### src/rtl/mux_rr_sched_pkg.sv
// Shared types and default sizing for the round-robin mux scheduler.
// Optional feature macro used by the top: MUX_RR_SCHED_LOCK_EN.
package mux_rr_sched_pkg;

    typedef enum logic {
        IDLE = 1'b0,
        BUSY = 1'b1
    } state_e;

    localparam int NREQ_DEF = 16;
    localparam int W_DEF    = 1;

endpackage

### src/rtl/mux_rr_sched_rr_pick.sv
// Combinational rotating priority encoder: first set req bit at or after ptr,
// wrapping modulo NREQ.
module rr_pick #(
    parameter  int NREQ = 16,
    localparam int SELW = $clog2(NREQ)
) (
    input  logic [NREQ-1:0] req,
    input  logic [SELW-1:0] ptr,
    output logic [SELW-1:0] idx,
    output logic            any
);

    logic [SELW-1:0] cand;

    // Scan from the far end so the lowest offset from ptr is written last and wins.
    always_comb begin
        idx  = '0;
        any  = 1'b0;
        cand = '0;
        for (int k = NREQ - 1; k >= 0; k--) begin
            cand = ptr + SELW'(k);
            if (req[cand]) begin
                idx = cand;
                any = 1'b1;
            end
        end
    end

endmodule

### src/rtl/mux_rr_sched.sv
// Round-robin scheduler owning the select of a shared NREQ:1 data mux.
// Define MUX_RR_SCHED_LOCK_EN to add the lock port for back-to-back beats.
module mux_rr_sched
    import mux_rr_sched_pkg::*;
#(
    parameter  int NREQ = NREQ_DEF,
    parameter  int W    = W_DEF,
    localparam int SELW = $clog2(NREQ)
) (
    input  logic              clk,
    input  logic              rst,
    input  logic [NREQ-1:0]   req,
    input  logic [NREQ*W-1:0] data_in,
`ifdef MUX_RR_SCHED_LOCK_EN
    input  logic [NREQ-1:0]   lock,
`endif
    output logic [NREQ-1:0]   grant,
    output logic [SELW-1:0]   sel,
    output logic              out_valid,
    input  logic              out_ready,
    output logic [W-1:0]      out_data
);

    state_e            state_q, state_d;
    logic [SELW-1:0]   ptr_q, ptr_d;
    logic [SELW-1:0]   sel_q, sel_d;
    logic [NREQ-1:0]   grant_q, grant_d;
    logic              valid_q, valid_d;

    logic [SELW-1:0]   pick_idx;
    logic              pick_any;
    logic              keep_grant;

    rr_pick #(.NREQ(NREQ)) u_pick (
        .req (req),
        .ptr (ptr_q),
        .idx (pick_idx),
        .any (pick_any)
    );

`ifdef MUX_RR_SCHED_LOCK_EN
    assign keep_grant = lock[sel_q];
`else
    assign keep_grant = 1'b0;
`endif

    always_comb begin
        state_d = state_q;
        ptr_d   = ptr_q;
        sel_d   = sel_q;
        grant_d = grant_q;
        valid_d = valid_q;
        case (state_q)
            IDLE: begin
                grant_d = '0;
                valid_d = 1'b0;
                if (pick_any) begin
                    sel_d           = pick_idx;
                    grant_d[pick_idx] = 1'b1;
                    valid_d         = 1'b1;
                    state_d         = BUSY;
                end
            end
            BUSY: begin
                // A locked transfer keeps the same grant with no idle cycle.
                if (valid_q && out_ready && !keep_grant) begin
                    grant_d = '0;
                    valid_d = 1'b0;
                    ptr_d   = sel_q + SELW'(1);
                    state_d = IDLE;
                end
            end
            default: begin
                state_d = IDLE;
                grant_d = '0;
                valid_d = 1'b0;
            end
        endcase
    end

    always_ff @(posedge clk) begin
        if (rst) begin
            state_q <= IDLE;
            ptr_q   <= '0;
            sel_q   <= '0;
            grant_q <= '0;
            valid_q <= 1'b0;
        end else begin
            state_q <= state_d;
            ptr_q   <= ptr_d;
            sel_q   <= sel_d;
            grant_q <= grant_d;
            valid_q <= valid_d;
        end
    end

    assign grant     = grant_q;
    assign sel       = sel_q;
    assign out_valid = valid_q;
    assign out_data  = data_in[sel_q*W +: W];

endmodule

### config.mk
export PLATFORM = sky130hd
export DESIGN_NAME = mux_rr_sched
export DESIGN_NICKNAME = d
export VERILOG_FILES = /design/src/rtl/mux_rr_sched_pkg.sv /design/src/rtl/mux_rr_sched_rr_pick.sv /design/src/rtl/mux_rr_sched.sv
export SDC_FILE = /design/constraint.sdc
export NUM_CORES = 1
export LEC_CHECK = 0
export BUFFER_PORTS_ARGS = -buffer_cell sky130_fd_sc_hd__buf_4
export CAP_MARGIN = 15
export CORE_MARGIN = 2
export CORE_UTILIZATION = 29
export CTS_CLUSTER_DIAMETER = 120
export CTS_CLUSTER_SIZE = 25
export DETAILED_ROUTE_END_ITERATION = 8
export GPL_TIMING_DRIVEN = 0
export PLACE_DENSITY_LB_ADDON = 0.2
export SYNTH_ARGS = -nofsm -noshare
export SYNTH_HDL_FRONTEND = slang
export SYNTH_SLANG_ARGS = --single-unit
### constraint.sdc
create_clock -name clk -period 4.3 [get_ports clk]
set_clock_uncertainty 0.1 [all_clocks]
set_input_delay 0.43 -clock clk [delete_from_list [all_inputs] [get_ports clk]]
set_output_delay 0.43 -clock clk [all_outputs]
set_load 0.005 [all_outputs]
### Word level (Yosys, flattened, before mapping)

Cells that the tools add are included.

| operators by class | value |
|---|---|
| add/subtract/negate cells | 16 |
| bitwise logic cells | 1 |
| equal/unequal tests | 1 |
| shifts and indexed selects | 1 |
| $lt $le $gt $ge | 18 |
| reductions and logical operators | 4 |
| muxes and demuxes | 74 |

Operator list:

| cell | number |
|---|---|
| $lt A4 B5 Y1 const B | 17 |
| $bmux W1 S4 | 16 |
| $mux W4 | 16 |
| $mux W1 | 36 |
| $add A4 B4 Y4 const B | 8 |
| $mux W16 | 2 |
| $pmux W16 S2 | 1 |
| $add A4 B3 Y4 const B | 4 |
| $shiftx A16 B5 Y1 | 1 |
| $add A4 B1 Y4 const B | 2 |
| $add A4 B2 Y4 const B | 2 |
| $demux W1 S4 | 1 |
| $ge A4 B1 Y1 const B | 1 |
| $pmux W1 S2 | 2 |
| $reduce_and A2 Y1 | 2 |
| $logic_and A1 B1 Y1 | 2 |
| $ne A2 B1 Y1 const B | 1 |
| $not A1 Y1 | 1 |

| word-level totals | value |
|---|---|
| output and inout port bits | 22 |
| register bits | 26 |
| bits of input ports | 35 |
| logic and storage cells | 120 |

### Logic depth before layout (Yosys ltp)

Gate-level depths: netlist of the first run.

| logic depth | value |
|---|---|
| depth after elaboration | 25 |
| gate-level depth with buffers | 18 |
| mapped depth without buffers | 11 |

### Modules after synthesis

From an unflattened synthesis of the first run, not the netlist that was laid out.

| unflattened totals | value |
|---|---|
| cells, all modules | 372 |
| area total of the unflattened synthesis | 3539.6 um^2 |

By module, submodules not included:

| module | area an instance (um^2) | sequential area each (um^2) | instances | cells each |
|---|---|---|---|---|
| rr_pick | 2384.8 | 0.0 | 1 | 257 |
| mux_rr_sched | 1154.9 | 520.5 | 1 | 115 |

### Least setup slack after synthesis of the first run

Ideal clock, no wire load.

| timing | value |
|---|---|
| kind | register -> register |
| from | reg ptr_q[1] |
| to | reg grant_q[5] (netlist: grant[5]) |
| data arrival time | 4.400 ns |
| cell stages (with the launch flop) | 18 |
| buffers on the path | 6 |
| period minus slack after synthesis | 4.568 ns |
| library setup time | 0.068 ns |
| slack | -0.268 ns |
| data required time | 4.132 ns |
| cell sequence | dfxtp_1 -> buf_2 -> buf_1 -> buf_2 -> inv_1 -> ha_1 -> buf_2 -> buf_2 -> clkbuf_1 -> mux4_2 -> mux2_2 -> nand2_1 -> nand2_1 -> or4_4 -> a2111oi_4 -> a41o_2 -> or3b_4 -> o21ai_2 |

| between the ends | value |
|---|---|
| word-level cells in the longest chain between the ends | 25 |
| elaborated cells on any way between the ends | 86 |
| classes of those cells | 15 x add/sub; 2 x order compare; 68 x mux; 1 x reduce/logical |

Ends and longest elaborated chain:

| element | line | RTL |
|---|---|---|
| from (decl) | mux_rr_sched.sv:25 | `logic [SELW-1:0] ptr_q, ptr_d;` |
| from (signal assigned) | mux_rr_sched.sv:90 | `ptr_q <= ptr_d;` |
| $add A4 B4 Y4 | mux_rr_sched_rr_pick.sv:21 | `cand = ptr + SELW'(k);` |
| $bmux W1 S4 | mux_rr_sched_rr_pick.sv:22 | `if (req[cand]) begin` |
| $mux W1 (implied by the code) | mux_rr_sched_rr_pick.sv:22 |  |
| $mux W4 (16 in a row) | mux_rr_sched_rr_pick.sv:22 |  |
| $lt A4 B5 Y1 (implied by the code) / $ge A4 B1 Y1 (equally long branches) | mux_rr_sched.sv:59 | `grant_d[pick_idx] = 1'b1;` |
| $logic_and A1 B1 Y1 (implied by the code) | mux_rr_sched.sv:59 |  |
| $mux W1 (implied by the code) | mux_rr_sched.sv:59 |  |
| $demux W1 S4 | mux_rr_sched.sv:59 |  |
| $mux W16 * | mux_rr_sched.sv:57 | `if (pick_any) begin` |
| $pmux W16 S2 * | mux_rr_sched.sv:53 | `case (state_q)` |
| to (signal assigned) | mux_rr_sched.sv:92 | `grant_q <= grant_d;` |
| to (decl) | mux_rr_sched.sv:27 | `logic [NREQ-1:0] grant_q, grant_d;` |

Every way passes the cells marked *; elsewhere a longest branch is shown, timed or not. The select of a mux whose other input is x is not followed.
A chain may end at the register's enable or synchronous reset.

### Worst setup path in the final report of the first run

| timing | value |
|---|---|
| from | reg ptr_q[1] |
| to | reg grant_q[12] (netlist: grant[12]) |

Same word-level chain as after synthesis.

==> impl_table.tex, run 1 <==
\begin{tabular}{lr}
\hline
Metric & Value \\
\hline
\multicolumn{2}{l}{\textbf{Outcome}} \\
\quad Status & completed \\
\multicolumn{2}{l}{\textbf{Synth}} \\
\quad Biggest area consumer among synthesized cells & sky130\_fd\_sc\_hd\_\_mux4\_2 \\
\quad Fraction of registers with async set or reset after synthesis & 0\% \\
\quad Top post-synthesis cells by area & sky130\_fd\_sc\_hd\_\_mux4\_2 15\%, sky130\_fd\_sc\_hd\_\_dfxtp\_1 14\%, sky130\_fd\_sc\_hd\_\_mux2i\_1 8.0\%, sky130\_fd\_sc\_hd\_\_mux2\_2 6.2\%, sky130\_fd\_sc\_hd\_\_nand2\_1 4.7\% \\
\quad Synthesis warning total & 0 \\
\quad Number of enable flip-flop cells after synthesis & 0 \\
\quad Number of register bits inferred by synthesis & 26 \\
\quad Synthesized instance count & 432 \\
\quad Primary flip-flop cell chosen by synthesis mapping & sky130\_fd\_sc\_hd\_\_dfxtp\_1 \\
\quad Average cell area after synthesis & 8.448 um\^{}2 \\
\quad Post-synthesis instance area & 3650 um\^{}2 \\
\quad Area share of the largest cell type after synthesis & 14.81\% \\
\quad Post-synth cell types & 73 \\
\quad Syn\_nets & 475 \\
\quad Sequential share of the synthesized area & 14.26\% \\
\multicolumn{2}{l}{\textbf{Worst setup path}} \\
\quad Required time reported for the critical path endpoint & 4.38 ns \\
\quad Slack of the worst reg-to-reg path & 0.15 ns \\
\quad Biggest fanout along the worst timing path & 26 \\
\quad Critical path startpoint category & register \\
\quad Worst Reg2Reg Path Length in Cells & 14 \\
\quad Source of the worst register-to-register timing path & ptr\_q[1] \\
\quad Capturing instance or port of the critical path & grant[12] \\
\quad Startpoint of the most critical setup path & ptr\_q[1] \\
\quad Reg-to-Reg End & grant[12] \\
\quad Arrival time at the worst endpoint & 4.22 ns \\
\quad Element type at the critical path end & register \\
\quad Worst setup path category & reg2reg \\
\multicolumn{2}{l}{\textbf{Floorplan}} \\
\quad Starting utilization of the core area & 30.01\% \\
\quad Overall die area & 13,500 um\^{}2 \\
\quad Floorplan die height & 116.2 um \\
\quad Die width & 116.2 um \\
\quad Core Footprint & 12,160 um\^{}2 \\
\quad Ports placed on the boundary & 57 \\
\quad Site Rows & 40 \\
\multicolumn{2}{l}{\textbf{Clock network}} \\
\quad CTS H-tree depth & 1 \\
\quad TritonCTS clock tree & done \\
\quad Buffer depth of the longest clock path & 2 \\
\quad Clk Latency, worst-skew pair & 0.26 ns \\
\quad Clock sinks & 26 \\
\quad Number of clock buffers inserted by TritonCTS & 3 \\
\quad Root buf cell & sky130\_fd\_sc\_hd\_\_clkbuf\_16 \\
\quad Clock-pin transition on the worst setup and hold timing paths & 0.06 ns \\
\multicolumn{2}{l}{\textbf{Final layout}} \\
\quad Leading cell type in the layout, fill and taps excluded & sky130\_fd\_sc\_hd\_\_buf\_4 \\
\quad ANT cells & 0 \\
\quad Fraction of final layout cells with drive strength greater than 1 & 33.40\% \\
\quad Finished Cell Area & 4705 um\^{}2 \\
\quad Commonest cells after routing, fill and taps aside & 66 x sky130\_fd\_sc\_hd\_\_buf\_4, 46 x sky130\_fd\_sc\_hd\_\_nand2\_1, 30 x sky130\_fd\_sc\_hd\_\_nor2\_1 \\
\quad Filler cell count & 1,221 \\
\quad Fin nets & 541 \\
\quad Layout-stage area growth over the synthesis result & 28.90\% \\
\quad Combined area of the multi-input logic cells & 3162 um\^{}2 \\
\quad FF+latch area & 521.8 um\^{}2 \\
\multicolumn{2}{l}{\textbf{Global route}} \\
\quad Largest net degree at the start of global routing & 27 \\
\quad Grt peak-use layer & met2 \\
\quad Via count of the first global-routing pass & 3,671 \\
\quad First-pass GRT wire length & 20,430 um \\
\quad Number of antenna violations at the first check in global routing & 0 \\
\quad Global routing usage summed across all routing layers & 19.18\% \\
\quad Total overflow reported by the global router & 0 \\
\quad Met2 Track Usage GR & 30.99\% \\
\quad M1 GR Usage & 27.81\% \\
\quad Met3 GRT Util & 2.387\% \\
\multicolumn{2}{l}{\textbf{Placed design}} \\
\quad Cell area after placement & 4285 um\^{}2 \\
\quad Number of input and output port buffers inserted & 56 \\
\quad GP Congestion & 0.9205 \\
\quad Post-DP HPWL & 10,180 um \\
\quad Worst slack at placement & -1.186 ns \\
\multicolumn{2}{l}{\textbf{Timing}} \\
\quad Minimum setup slack in the final design & 0.1527 ns \\
\quad Post-route setup TNS & 0 ns \\
\quad Number of pins with negative max-slew slack in the final report & 0 \\
\quad Post-route clock period utilization & 96.45\% \\
\quad Pin slew with the least headroom to its limit & 0.9668 ns \\
\quad Setup-failing EPs final & 0 \\
\quad Fmax & 241.1 MHz \\
\quad Rel. slew slack & 34.95\% \\
\quad Final critical delay including setup and external delays & 4.147 ns \\
\quad Total count of hold-check failures in the final report & 0 \\
\multicolumn{2}{l}{\textbf{Route}} \\
\quad First-pass DRT Iterations & 7 \\
\quad Via-to-Cell Ratio & 5.937 \\
\quad Overall routed net length & 13,140 um \\
\quad Count of nets left with antenna violations after detail routing & 0 \\
\quad Violation count after the first detailed-route iteration & 280 \\
\quad Drc violations & 0 \\
\quad Per-cell routed wire length & 19.75 um \\
\quad Vias post-DR & 3,948 \\
\multicolumn{2}{l}{\textbf{Power}} \\
\quad Fraction of power consumed by the clock network & 23.2\% \\
\quad Internal power & 0.7135 mW \\
\quad Static leakage & 1.693 nW \\
\quad Power density over the cells & 245.9 nW/um\^{}2 \\
\quad NetSw & 0.4433 mW \\
\quad VDD IR max & 152.7 uV \\
\quad Total Power Consumption & 1.157 mW \\
\quad Switching power as a share of total power & 38.32\% \\
\quad Combinational fraction of design power & 53.6\% \\
\quad Sequential share of power & 23.2\% \\
\multicolumn{2}{l}{\textbf{Worst hold path}} \\
\quad Worst min path class & reg2reg \\
\multicolumn{2}{l}{\textbf{Run}} \\
\quad Max-Cap Viols & 0 \\
\hline
\end{tabular}
==> routing by layer <==
layer,vias to the layer above,wire (um)
li1,1802,-
met1,1942,5820
met2,183,6100
met3,21,1000
met4,0,213
met5,-,0
==> cell type report <==
cell class | instances | area share, %
multi-input combinational | 368 | 67.21
sequential | 26 | 11.09
timing repair buffer | 65 | 10.37
tap | 168 | 4.468
buffer | 24 | 3.644
clock buffer | 3 | 1.596
inverter | 10 | 0.9840
clock inverter | 1 | 0.6383
==> Yosys cell counts, types with 4 or more instances <==
| cell type | count |
|---|---|
| sky130_fd_sc_hd__nand2_1 | 46 |
| sky130_fd_sc_hd__nor2_1 | 31 |
| sky130_fd_sc_hd__mux2i_1 | 29 |
| sky130_fd_sc_hd__dfxtp_1 | 26 |
| sky130_fd_sc_hd__mux4_2 | 24 |
| sky130_fd_sc_hd__mux2_2 | 20 |
| sky130_fd_sc_hd__nand3_1 | 18 |
| sky130_fd_sc_hd__nand2b_1 | 16 |
| sky130_fd_sc_hd__buf_2 | 12 |
| sky130_fd_sc_hd__a21oi_1 | 11 |
| sky130_fd_sc_hd__o21ai_1 | 11 |
| sky130_fd_sc_hd__xnor2_1 | 11 |
| sky130_fd_sc_hd__a211oi_1 | 10 |
| sky130_fd_sc_hd__clkbuf_1 | 10 |
| sky130_fd_sc_hd__ha_1 | 8 |
| sky130_fd_sc_hd__inv_1 | 8 |
| sky130_fd_sc_hd__o21ai_0 | 8 |
| sky130_fd_sc_hd__nor2b_1 | 7 |
| sky130_fd_sc_hd__a22oi_1 | 6 |
| sky130_fd_sc_hd__and3_1 | 6 |
| sky130_fd_sc_hd__nor3_1 | 6 |
| sky130_fd_sc_hd__a31oi_1 | 5 |
| sky130_fd_sc_hd__and2_1 | 4 |
| sky130_fd_sc_hd__buf_1 | 4 |
| sky130_fd_sc_hd__o21ai_2 | 4 |
| sky130_fd_sc_hd__o31ai_1 | 4 |
| sky130_fd_sc_hd__or3_1 | 4 |
==> state kept, by name (all words and copies together) (netlist names) <==
signal	cells
grant	16
ptr_q	4
sel	4
out_valid	1
state_q	1
==> cell families after synthesis <==
group | after synthesis | synth area share [%]
AO/OA/AOI/OAI | 112 | 23.18
XOR/XNOR | 16 | 4.251
adder cells (fa/ha/maj) | 8 | 2.743
buffers and inverters | 38 | 4.628
flip-flops | 26 | 14.26
multiplexers | 74 | 29.24
AND/OR/NAND/NOR | 158 | 21.70
==> critical path: stages (launching register included) <==
cell and delay [ns]:
sky130_fd_sc_hd__dfxtp_2 0.39, sky130_fd_sc_hd__buf_12 0.20, sky130_fd_sc_hd__clkinvlp_4 0.14, sky130_fd_sc_hd__ha_1 0.30
sky130_fd_sc_hd__buf_6 0.14, sky130_fd_sc_hd__buf_12 0.15, sky130_fd_sc_hd__mux2_2 0.33, sky130_fd_sc_hd__mux4_2 0.55
sky130_fd_sc_hd__mux2_4 0.33, sky130_fd_sc_hd__a21bo_2 0.22, sky130_fd_sc_hd__a311o_1 0.34, sky130_fd_sc_hd__nor3_4 0.26
sky130_fd_sc_hd__a31o_4 0.21, sky130_fd_sc_hd__nand3_2 0.15, sky130_fd_sc_hd__o31ai_1 0.26
==> power by group through the flow <==
stage                     registers, mW  logic (mW)  clock network (mW)
after floorplan                   0.272       0.369                   0
after CTS                         0.269       0.567               0.273
after detailed placement          0.274       0.543                   0
final                             0.268       0.620               0.268
after global placement            0.273       0.543                   0
after global routing              0.271       0.664               0.284
==> timing repair <==
item | CTS | global route
hold endpoints to repair | 0 | 0
buffers inserted | 5 | 4
hold buffers | 0 | 0
resized for setup | 24 | 29
pin swaps | 0 | 4
endpoints found under the setup margin | 22 | 21
==> worst min-delay path by stage <==
stage	cells after the start	start	end
after floorplan	2	grant[0]	grant[0]
after global placement	2	grant[0]	grant[0]
after detailed placement	2	grant[9]	grant[9]
after CTS	2	grant[9]	grant[9]
after global routing	2	grant[9]	grant[9]
final	2	grant[4]	grant[4]
==> through the flow <==
stage	util, %	std cells	hold WS [ns]
2_1_floorplan	-	432	0.3447
3_3_place_gp	35.24	656	0.3430
3_5_place_dp	35.24	656	0.3469
4_1_cts	37.18	662	0.3558
5_1_grt	38.68	665	0.3748
6_report	38.68	665	0.3497
(Power assumes the default switching activity.)
==> run 2, diff against run 1 <==
ABC_AREA = 1   (was not set)
==> run 2 against run 1 <==
Sequential share of layout area increased by 3.5 points. Critical path depth increased by 2. Hold slack improved by 0.026 ns. Largest power group unchanged. Total power decreased by 12%. Core utilization decreased by 2.1 points. Via count decreased by 11%.
==> impl_table.tex, run 2 <==
\begin{tabular}{lr}
\hline
Metric & Value \\
\hline
\multicolumn{2}{l}{\textbf{Outcome}} \\
\quad Status & completed \\
\multicolumn{2}{l}{\textbf{Power}} \\
\quad VDD IR max & 256.0 uV (+68\%) \\
\quad Static leakage & 1.778 nW (+5.0\%) \\
\quad Power density over the cells & 281.7 nW/um\^{}2 (+15\%) \\
\multicolumn{2}{l}{\textbf{Clock network}} \\
\quad Number of clock buffers inserted by TritonCTS & 3 (unchanged) \\
\quad Clock-pin transition on the worst setup and hold timing paths & 0.08 ns (+0.02 ns) \\
\quad \# resized after CTS & 0 (-100\%) \\
\quad Buffer depth of the longest clock path & 2 (unchanged) \\
\quad Root buf cell & sky130\_fd\_sc\_hd\_\_clkbuf\_8 \\
\quad Postcts setup bufs & 0 (-5) \\
\quad Clk Latency, worst-skew pair & 0.27 ns (about the same) \\
\quad TritonCTS clock tree & done \\
\quad Clock sinks & 26 (unchanged) \\
\quad CTS H-tree depth & 1 (unchanged) \\
\quad Hold buffer count at cts & 0 (unchanged) \\
\multicolumn{2}{l}{\textbf{Synth}} \\
\quad Sequential share of the synthesized area & 17.63\% (+3.4 points) \\
\quad Number of enable flip-flop cells after synthesis & 0 (unchanged) \\
\quad Average cell area after synthesis & 5.754 um\^{}2 (-32\%) \\
\quad Cell types with the highest counts after synthesis & 203 x sky130\_fd\_sc\_hd\_\_nand2\_1, 73 x sky130\_fd\_sc\_hd\_\_nand3\_1, 48 x sky130\_fd\_sc\_hd\_\_a21oi\_1, 32 x sky130\_fd\_sc\_hd\_\_inv\_1, 26 x sky130\_fd\_sc\_hd\_\_dfxtp\_1 \\
\quad Fraction of registers with async set or reset after synthesis & 0\% (unchanged) \\
\quad Synthesized instance count & 513 (+19\%) \\
\quad Primary flip-flop cell chosen by synthesis mapping & sky130\_fd\_sc\_hd\_\_dfxtp\_1 \\
\quad Biggest area consumer among synthesized cells & sky130\_fd\_sc\_hd\_\_nand2\_1 \\
\quad Synthesis warning total & 0 (unchanged) \\
\quad Post-synth cell types & 32 (-56\%) \\
\quad Syn\_nets & 556 (+17\%) \\
\quad Area share of the largest cell type after synthesis & 25.82\% (+11 points) \\
\quad Number of register bits inferred by synthesis & 26 (unchanged) \\
\quad Most frequent cell after synthesis & sky130\_fd\_sc\_hd\_\_nand2\_1 \\
\quad Post-synthesis instance area & 2952 um\^{}2 (-19\%) \\
\quad Top post-synthesis cells by area & sky130\_fd\_sc\_hd\_\_nand2\_1 26\%, sky130\_fd\_sc\_hd\_\_dfxtp\_1 18\%, sky130\_fd\_sc\_hd\_\_nand3\_1 12\%, sky130\_fd\_sc\_hd\_\_a21oi\_1 8.1\%, sky130\_fd\_sc\_hd\_\_a21oi\_2 4.7\% \\
\multicolumn{2}{l}{\textbf{Floorplan}} \\
\quad Overall die area & 11,000 um\^{}2 (-19\%) \\
\quad Floorplan die height & 104.9 um (-9.7\%) \\
\quad Die width & 104.9 um (-9.7\%) \\
\quad Core Footprint & 9819 um\^{}2 (-19\%) \\
\quad Site Rows & 36 (-10\%) \\
\quad Ports placed on the boundary & 57 (unchanged) \\
\quad Starting utilization of the core area & 30.06\% (+0.048 points) \\
\multicolumn{2}{l}{\textbf{Worst setup path}} \\
\quad Largest stage delay, worst path & 0.56 ns (about the same) \\
\quad Element type at the critical path end & register \\
\quad Required time reported for the critical path endpoint & 4.34 ns (-0.04 ns) \\
\quad Arrival time at the worst endpoint & 3.89 ns (-0.33 ns) \\
\quad Critical path, cell by cell & buf\_6 > inv\_2 > ha\_1 > inv\_1 > nand3\_1 > nand2\_1 > nand2\_1 > nand2\_2 > a2111oi\_0 > nand4\_1 > nand2\_1 > inv\_2 > nand3\_2 > nor2\_2 > nand2\_1 > a21oi\_2 \\
\quad Source of the worst register-to-register timing path & ptr\_q[2] \\
\quad Slack of the worst reg-to-reg path & 0.45 ns (+0.30 ns) \\
\quad Critical path startpoint category & register \\
\quad Worst setup path category & reg2reg \\
\quad Reg-to-Reg End & grant[13] \\
\quad Worst Reg2Reg Path Length in Cells & 16 (+2) \\
\quad Biggest fanout along the worst timing path & 11 (-58\%) \\
\quad Critical Path Most Common Cell & sky130\_fd\_sc\_hd\_\_nand2\_1 \\
\quad Worst path slowest cell & sky130\_fd\_sc\_hd\_\_a2111oi\_0 \\
\multicolumn{2}{l}{\textbf{Timing}} \\
\quad Post-route clock period utilization & 89.55\% (-6.9 points) \\
\quad RSZ-0062 raised after global routing & no \\
\quad Tightest hold margin & 0.3761 ns (+0.02643 ns) \\
\quad Setup-failing EPs final & 0 (unchanged) \\
\quad Total count of hold-check failures in the final report & 0 (unchanged) \\
\quad Final critical delay including setup and external delays & 3.851 ns (-0.2966 ns) \\
\quad Number of pins with negative max-slew slack in the final report & 0 (unchanged) \\
\quad Fmax & 259.7 MHz (+7.7\%) \\
\quad Rel. slew slack & 44.17\% (+9.2 points) \\
\quad Post-route setup TNS & 0 ns (unchanged) \\
\quad Pin slew with the least headroom to its limit & 0.8315 ns (-0.1353 ns) \\
\multicolumn{2}{l}{\textbf{Route}} \\
\quad Vias post-DR & 3,501 (-11\%) \\
\quad Via-to-Cell Ratio & 4.959 (-16\%) \\
\quad Per-cell routed wire length & 13.71 um (-31\%) \\
\quad Drc violations & 0 (unchanged) \\
\quad Count of nets left with antenna violations after detail routing & 0 (unchanged) \\
\quad Overall routed net length & 9677 um (-26\%) \\
\quad First-pass DRT Iterations & 5 (-2) \\
\quad Violation count after the first detailed-route iteration & 249 (-11\%) \\
\multicolumn{2}{l}{\textbf{Worst hold path}} \\
\quad Hold Crit Endpoint & grant[6] \\
\quad Worst min path class & reg2reg \\
\quad Number of instances on the worst hold path & 2 (unchanged) \\
\quad Hold Startpoint & grant[6] \\
\multicolumn{2}{l}{\textbf{Final layout}} \\
\quad Layout-stage area growth over the synthesis result & 21.83\% \\
\quad Number of flip-flops in the largest register & 16 (unchanged) \\
\quad Commonest cells after routing, fill and taps aside & 203 x sky130\_fd\_sc\_hd\_\_nand2\_1, 73 x sky130\_fd\_sc\_hd\_\_nand3\_1, 57 x sky130\_fd\_sc\_hd\_\_buf\_4 \\
\quad Filler cell count & 1,135 (-7.0\%) \\
\quad Leading cell type in the layout, fill and taps excluded & sky130\_fd\_sc\_hd\_\_nand2\_1 \\
\quad ANT cells & 0 (unchanged) \\
\quad Fin nets & 617 (+14\%) \\
\quad Fraction of final layout cells with drive strength greater than 1 & 21.99\% (-11 points) \\
\multicolumn{2}{l}{\textbf{Global route}} \\
\quad First-pass GRT wire length & 15,810 um (-23\%) \\
\quad Largest net degree at the start of global routing & 15 (-44\%) \\
\quad Number of antenna violations at the first check in global routing & 0 (unchanged) \\
\quad Total overflow reported by the global router & 0 (unchanged) \\
\quad Via count of the first global-routing pass & 3,147 (-14\%) \\
\quad Global routing usage summed across all routing layers & 17.60\% (-1.6 points) \\
\multicolumn{2}{l}{\textbf{Placed design}} \\
\quad Post-DP HPWL & 7760 um (-24\%) \\
\quad Number of input and output port buffers inserted & 56 (unchanged) \\
\quad GP Congestion & 0.8889 (-3.4\%) \\
\multicolumn{2}{l}{\textbf{Run}} \\
\quad Max-Cap Viols & 0 (unchanged) \\
\hline
\end{tabular}
## run 2: per-stage QoR
step	power (mW)	cell area (um^2)	utilization, %	std cells	setup slack, ns
detailed placement	0.8573	3538	36.03	702	0.4516
finish	1.013	3596	36.62	706	0.4492
floorplan	0.6933	2952	-	513	1.131
CTS	1.016	3593	36.60	706	0.4321
global placement	0.8542	3538	36.03	702	0.4445
global route	1.107	3596	36.62	706	0.01031
## run 2: power by group
part	internal [mW]	switching [mW]	leakage [nW]	total, mW
sequential	0.257	0.0133	0.213	0.270
combinational	0.206	0.382	1.54	0.587
clock	0.0818	0.0733	0.0288	0.155
## run 2: cell type report
cell class | count | area [um^2] | share of cell area, %
plain buffers | 15 | 83.83 | 2.331
inverters | 41 | 156.4 | 4.349
clock buffers | 4 | 55.05 | 1.531
well taps | 133 | 166.4 | 4.628
flip-flops and latches | 26 | 523.0 | 14.54
multi-input cells | 431 | 2191 | 60.93
repair buffers | 56 | 420.4 | 11.69
## run 2: worst max path at each step
| stage | start | endpoint | cells past startpoint |
|---|---|---|---|
| 2_1_floorplan | ptr_q[0] | grant[0] | 30 |
| 3_3_place_gp | ptr_q[0] | grant[2] | 30 |
| 3_5_place_dp | ptr_q[0] | grant[3] | 30 |
| 4_1_cts | ptr_q[0] | grant[2] | 30 |
| 5_1_grt | ptr_q[0] | grant[1] | 30 |
| 6_report | ptr_q[2] | grant[13] | 16 |
## run 2: logic make-up after synthesis
family	synth area share [%]
XOR/XNOR	5.214
multiplexers	1.357
AND/OR/NAND/NOR	46.46
flip-flops	17.63
AO/OA/AOI/OAI	17.80
adder cells (fa/ha/maj)	3.391
buffers and inverters	8.139
## run 2: per-layer routing
| layer | wire (um) | part of all wire [%] | vias up | GRT usage [%] |
|---|---|---|---|---|
| met4 | 145 | 1.5 | 0 | 4.000 |
| met3 | 578 | 6.0 | 12 | 1.061 |
| met1 | 4373 | 45 | 1565 | 24.35 |
| li1 | - | - | 1802 | - |
| met5 | 0 | 0 | - | 0 |
| met2 | 4580 | 47 | 122 | 29.96 |
## run 2: worst max-delay path: cells and delay by family, from the launching register on
| family | cells | cell delay [ns] |
|---|---|---|
| AND/OR/NAND/NOR | 9 | 1.21 |
| buffers and inverters | 4 | 0.75 |
| AO/OA/AOI/OAI | 2 | 0.61 |
| adder cells (fa/ha/maj) | 1 | 0.54 |
| flip-flops | 1 | 0.50 |
